[config.mk]
export PLATFORM = sky130hd
export DESIGN_NAME = uart_rx_ctrl
export DESIGN_NICKNAME = d
export VERILOG_FILES = /design/src/rtl/uart_rx_ctrl.sv
export SDC_FILE = /design/constraint.sdc
export NUM_CORES = 1
export LEC_CHECK = 0
export ABC_AREA = 1
export CAP_MARGIN = 10
export CORE_MARGIN = 2
export CORE_UTILIZATION = 55
export CTS_BUF_LIST = sky130_fd_sc_hd__clkbuf_4 sky130_fd_sc_hd__clkbuf_8
export DETAILED_ROUTE_END_ITERATION = 10
export GPL_ROUTABILITY_DRIVEN = 0
export GPL_TIMING_DRIVEN = 0
export MAX_ROUTING_LAYER = met4
export PLACE_DENSITY = 0.75
export SLEW_MARGIN = 20
export SYNTH_ARGS = -nofsm -noshare
export SYNTH_HDL_FRONTEND = slang
export SYNTH_SLANG_ARGS = --single-unit
[constraint.sdc]
create_clock -name clk -period 13.7 [get_ports clk]
set_input_delay 4.11 -clock clk [delete_from_list [all_inputs] [get_ports clk]]
set_output_delay 4.11 -clock clk [all_outputs]
set_load 0.05 [all_outputs]
[src/rtl/uart_rx_ctrl.sv]
// Receive-side controller for uart_rx: acknowledges bytes, packs them little-endian
// into 32-bit words and queues those words for a downstream memory writer.
//
// state    | meaning
// IDLE     | receiver disabled, nothing captured
// ARMED    | waiting for a byte; idle-line timer runs while a word is partial
// WAIT_CLR | byte acknowledged, waiting for rx_data_valid to drop
// FLUSH    | pushing a partial word (idle timeout or enable dropped)
module uart_rx_ctrl #(
  parameter int CLK_FREQ      = 100_000_000,
  parameter int BODE_RATE     = 115_200,
  parameter int TIMEOUT_CHARS = 4,
  parameter int FIFO_DEPTH    = 4
) (
  input  logic        clk,
  input  logic        rst,
  input  logic        enable,
  input  logic        rx_data_valid,
  input  logic [7:0]  rx_data,
  input  logic        rx_ready,
  output logic [1:0]  rx_ctrl,
  output logic        word_valid,
  output logic [31:0] word_data,
  output logic [3:0]  word_strb,
  input  logic        word_ready,
  output logic        timeout,
  output logic [15:0] byte_count,
  output logic        busy
);

  localparam longint TIMEOUT_L =
    (longint'(TIMEOUT_CHARS) * longint'(10) * longint'(CLK_FREQ)) / longint'(BODE_RATE);
  localparam int TIMEOUT_CYCLES = int'(TIMEOUT_L);
  localparam int TMR_W = $clog2(TIMEOUT_CYCLES + 1);
  localparam int PTR_W = $clog2(FIFO_DEPTH);
  localparam int CNT_W = PTR_W + 1;

  typedef enum logic [1:0] {IDLE, ARMED, WAIT_CLR, FLUSH} state_t;

  state_t            state;
  logic [1:0]        byte_idx;
  logic [31:0]       lanes;
  logic [TMR_W-1:0]  tmr;
  logic              en_q;
  logic              ack;
  logic              flush_to;

  logic [31:0]       mem_data [FIFO_DEPTH];
  logic [3:0]        mem_strb [FIFO_DEPTH];
  logic [PTR_W-1:0]  wr_ptr;
  logic [PTR_W-1:0]  rd_ptr;
  logic [CNT_W-1:0]  fifo_count;

  logic              pop;
  logic              push_ok;
  logic              capture;
  logic              push;
  logic [31:0]       push_data;
  logic [3:0]        push_strb;
  logic [3:0]        partial_strb;

  // rx_ready is status only; nothing in the sequencing depends on it.
  logic unused_rx_ready;
  assign unused_rx_ready = rx_ready;

  assign rx_ctrl    = {ack, en_q};
  assign word_valid = (fifo_count != '0);
  assign word_data  = mem_data[rd_ptr];
  assign word_strb  = mem_strb[rd_ptr];
  assign busy       = (byte_idx != 2'd0) || (fifo_count != '0);

  assign pop     = word_valid && word_ready;
  // A full FIFO still accepts a push when the head leaves in the same cycle.
  assign push_ok = (fifo_count < CNT_W'(FIFO_DEPTH)) || pop;
  assign capture = (state == ARMED) && enable && rx_data_valid &&
                   ((byte_idx != 2'd3) || push_ok);

  always_comb begin
    case (byte_idx)
      2'd1:    partial_strb = 4'b0001;
      2'd2:    partial_strb = 4'b0011;
      2'd3:    partial_strb = 4'b0111;
      default: partial_strb = 4'b0000;
    endcase
  end

  always_comb begin
    push      = 1'b0;
    push_data = '0;
    push_strb = '0;
    if (capture && (byte_idx == 2'd3)) begin
      push      = 1'b1;
      push_data = {rx_data, lanes[23:0]};
      push_strb = 4'b1111;
    end else if ((state == FLUSH) && push_ok) begin
      push      = 1'b1;
      push_data = lanes;
      push_strb = partial_strb;
    end
  end

  always_ff @(posedge clk) begin
    if (rst) begin
      wr_ptr     <= '0;
      rd_ptr     <= '0;
      fifo_count <= '0;
      for (int i = 0; i < FIFO_DEPTH; i++) begin
        mem_data[i] <= '0;
        mem_strb[i] <= '0;
      end
    end else begin
      if (push) begin
        mem_data[wr_ptr] <= push_data;
        mem_strb[wr_ptr] <= push_strb;
        wr_ptr           <= wr_ptr + PTR_W'(1);
      end
      if (pop) rd_ptr <= rd_ptr + PTR_W'(1);
      case ({push, pop})
        2'b10:   fifo_count <= fifo_count + CNT_W'(1);
        2'b01:   fifo_count <= fifo_count - CNT_W'(1);
        default: fifo_count <= fifo_count;
      endcase
    end
  end

  always_ff @(posedge clk) begin
    if (rst) begin
      state      <= IDLE;
      byte_idx   <= 2'd0;
      lanes      <= '0;
      tmr        <= '0;
      en_q       <= 1'b0;
      ack        <= 1'b0;
      flush_to   <= 1'b0;
      timeout    <= 1'b0;
      byte_count <= '0;
    end else begin
      en_q    <= enable;
      ack     <= capture;
      timeout <= 1'b0;

      if (capture) begin
        byte_count <= byte_count + 16'd1;
        tmr        <= TMR_W'(TIMEOUT_CYCLES - 1);
        if (byte_idx == 2'd3) begin
          byte_idx <= 2'd0;
          lanes    <= '0;
        end else begin
          lanes[{byte_idx, 3'b000} +: 8] <= rx_data;
          byte_idx <= byte_idx + 2'd1;
        end
      end

      case (state)
        IDLE: if (enable) state <= ARMED;
        ARMED: begin
          if (!enable) begin
            state    <= (byte_idx != 2'd0) ? FLUSH : IDLE;
            flush_to <= 1'b0;
          end else if (capture) begin
            state <= WAIT_CLR;
          end else if (byte_idx != 2'd0) begin
            if (tmr == '0) begin
              state    <= FLUSH;
              flush_to <= 1'b1;
            end else begin
              tmr <= tmr - TMR_W'(1);
            end
          end
        end
        WAIT_CLR: begin
          if (!enable) begin
            state    <= (byte_idx != 2'd0) ? FLUSH : IDLE;
            flush_to <= 1'b0;
          end else if (!rx_data_valid) begin
            state <= ARMED;
          end
        end
        FLUSH: begin
          if (push_ok) begin
            timeout  <= flush_to;
            byte_idx <= 2'd0;
            lanes    <= '0;
            state    <= enable ? ARMED : IDLE;
          end
        end
        default: state <= IDLE;
      endcase
    end
  end

endmodule

==> flow_summary.toml <==
[die]
rows = 49
initial_core_util = 0.562
coreArea_sq_um = 18000
die_width_microns = 140
die_h_microns = 140
die-area_sq_um = 19500
io_pins = 71

[worst_setup_path]
path_buf_inv = 4
crit_required_ns = 9.59
slowest_delay_ns = 0.71
critical_path_class = "reg -> out"
path_delay_family = "buffers and inverters"
ff2ff_path_depth = 10
cp_slowest_cell = "clkdlybuf4s50_1"
crit_path_max_fanout = 10
crit_path_cell_trace = "clkbuf_1 > clkinv_1 > clkbuf_1 > o21ai_0 > o22ai_1 > clkdlybuf4s50_1"
crit_path_end_kind = "output pin"
cp_num_cells = 6
cp_common_cell = "clkbuf_1"
crit_arrival_ns = 3.13
cp-start-kind = "flip-flop"

[sta]
fmax_mhz = 138
rsz0062_at_grt = "no"
finalHoldViolCount = 0
min_period_over_period = 0.528
post-route-min-period_ns = 7.24
setup_viol = 0
final-max-slew-violation-count = 0
slew_headroom = 0.488
worst_slew_pin_slew_ns = 0.762
fin_skew_ns = 0.0269
final.setup.tns_ns = 0

[clock_network]
cts_made_buffers = 38
cts.reportedPaths.clkPinSlew_ns = 0.06
ctsResizeCount = 0
cts.sinks = 225
htreeDepth = 2
cts_hold_buf = 0
root_buffer = "clkbuf_8"
clockBufferDepth = 3
cts_setup_buffers = 0
worstSkewPairLatency_ns = 0.53
tritoncts = "yes"

[drt]
viasPerCell = 5.53
drt_wl_total_microns = 24500
ant_nets = 0
via_count = 8334
drc_errors = 0
drtPass1Iterations = 6
drt_iter0_markers = 663
wl_per_cell_microns = 16.3

[final_layout]
drive_above_1_share = 0.0775
area_growth_pct = 18.3
num-nets-final = 1277
design_area_sq_um = 12000
n_fill_cell = 1522
fin_util = 0.665
antenna_cells = 0
seqCellArea_sq_um = 5950
multi_input_area_sq_um = 3560

[logic_synthesis]
ys.flop_type = "edfxtp_1"
synth.cell_area_sq_um = 10100
avgSynthCellArea_sq_um = 8.91
synth_cell_types = 37
synthArstFlopShare = 0
yosysWarnings = 0
synthTopCellsByArea = "edfxtp_1 43%, dfxtp_1 16%, nor2_1 10%"
synth-edff-count = 144
synth_area_leader_cell = "edfxtp_1"
yosysSeqAreaShare = 0.587
synthCells = 1137
synth_nets = 1163
synth_seq_cells = 225
synth_top_area_frac = 0.427

[power_and_ir_drop]
p_total_uw = 1980
peakVddDrop_mv = 0.0924
powerDensity_nw_per_um2 = 165
leakagePower_uw = 0.00476

[grt]
grt_max_degree = 29
grt-ovfl-total = 0
grt_pass1_wl_microns = 40100
track_usage = 0.262
antenna_found_initial = 0
first_global_vias = 8023

[run_status]
status = "complete, no violations"

[worst_hold_path]
hold_depth = 2
hp-class = "reg -> reg"

[placement]
io_buffers = 68
dp_hpwl_microns = 16900
placed_cell_area_sq_um = 11200

[run]
maxCapViolCount = 0
-- logic make-up (layout without fill, tap and decap cells) --
logic type	Yosys count	after routing	synth area share
AOI/OAI and AO/OA	219	219	0.117
buffers and inverters	161	301	0.0638
DFF	225	225	0.587
adders and majority gates	12	12	0.0156
xor gates and xnor gates	5	5	0.00432
and+or+nand+nor	515	515	0.213
-- per-layer routing --
layer | wire length [microns] | global-route usage
met5 | 0 | -
met4 | 529 | 0.0858
met3 | 1700 | 0.0403
met2 | 12000 | 0.429
met1 | 10300 | 0.337
-- final timing paths --
check                         start                      endpoint  slack, ns
max                       flip-flop                  word_strb[0]       6.46
min          rd_ptr[1]$_SDFFE_PP0P_        rd_ptr[1]$_SDFFE_PP0P_       0.47
max reg2reg  byte_idx[0]$_SDFF_PP0_  mem_data[0][6]$_SDFFCE_PN0P_      10.93
min reg2reg  rd_ptr[1]$_SDFFE_PP0P_        rd_ptr[1]$_SDFFE_PP0P_       0.47
-- tightest hold or removal path, stage by stage, from the launching register on --
cell and delay, ns:
dfxtp_1 0.30, inv_1 0.06, a21oi_1 0.07
-- cell usage in the layout, fill, tap and decap left out, drive strengths merged, types with 2 or more instances in the layout --
master           n
o21bai           2
edfxtp         144
clkbuf          95
buf             22
nand3           37
ha              11
o22ai           37
a21oi           53
nor2           279
inv            102
or2              2
clkdlybuf4s50   68
xor2             4
nand2          143
dfxtp           81
nand4            6
o21ai          105
nor3            46
clkinv          12
a31oi           18
-- Yosys cell counts, types with 2 or more instances --
cell type	number
nor2_4	2
o21bai_1	2
nand4_1	6
buf_6	3
buf_2	9
nor3_1	45
nand2_1	137
nor2_1	275
o22ai_1	37
a31oi_1	18
dfxtp_1	81
buf_4	2
nor2_8	2
nand2_2	5
a21oi_1	53
or2_2	2
buf_1	2
o21ai_0	105
xor2_1	4
inv_1	101
edfxtp_1	144
clkbuf_1	38
clkinv_1	5
nand3_1	36
ha_1	11
-- per-stage QoR --
step           worst slack [ns]  hold WS (ns)  std cells
2_1_floorplan              5.81         0.432       1137
3_3_place_gp               2.81         0.454       1434
3_5_place_dp               6.74         0.462       1440
4_1_cts                    6.44         0.473       1506
5_1_grt                    6.27         0.497       1506
6_report                   6.46         0.470       1506
-- power by group --
group / total, uW / leakage, uW / internal [uW] / switching (uW)
sequential: 779 / 0.00214 / 757 / 22.0
combinational: 598 / 0.00221 / 175 / 422
clock: 605 / 0.000404 / 345 / 260
total: 1980 / 0.00476 / 1280 / 704
-- final cells by class --
cell class                      instances  area share
Timing Repair Buffer                   74      0.0647
Inverter                              107      0.0335
Clock buffer                           57      0.0587
Buffer                                 54      0.0204
Multi-Input combinational cell        751       0.297
Sequential cell                       225       0.496
Clock inverter                          9     0.00543
Tap cell                              229      0.0239
-- flip-flops by register name (all words and copies together), names as in the netlist, named ones only --
| register | cells |
|---|---|
| state | 2 |
| wr_ptr | 2 |
| mem_strb | 16 |
| ack | 1 |
| lanes | 32 |
| byte_count | 16 |
| timeout | 1 |
| rd_ptr | 2 |
| byte_idx | 2 |
| flush_to | 1 |
| en_q | 1 |
| tmr | 16 |
| fifo_count | 3 |
| mem_data | 128 |
No activity file was read; power rests on OpenSTA's default activity.
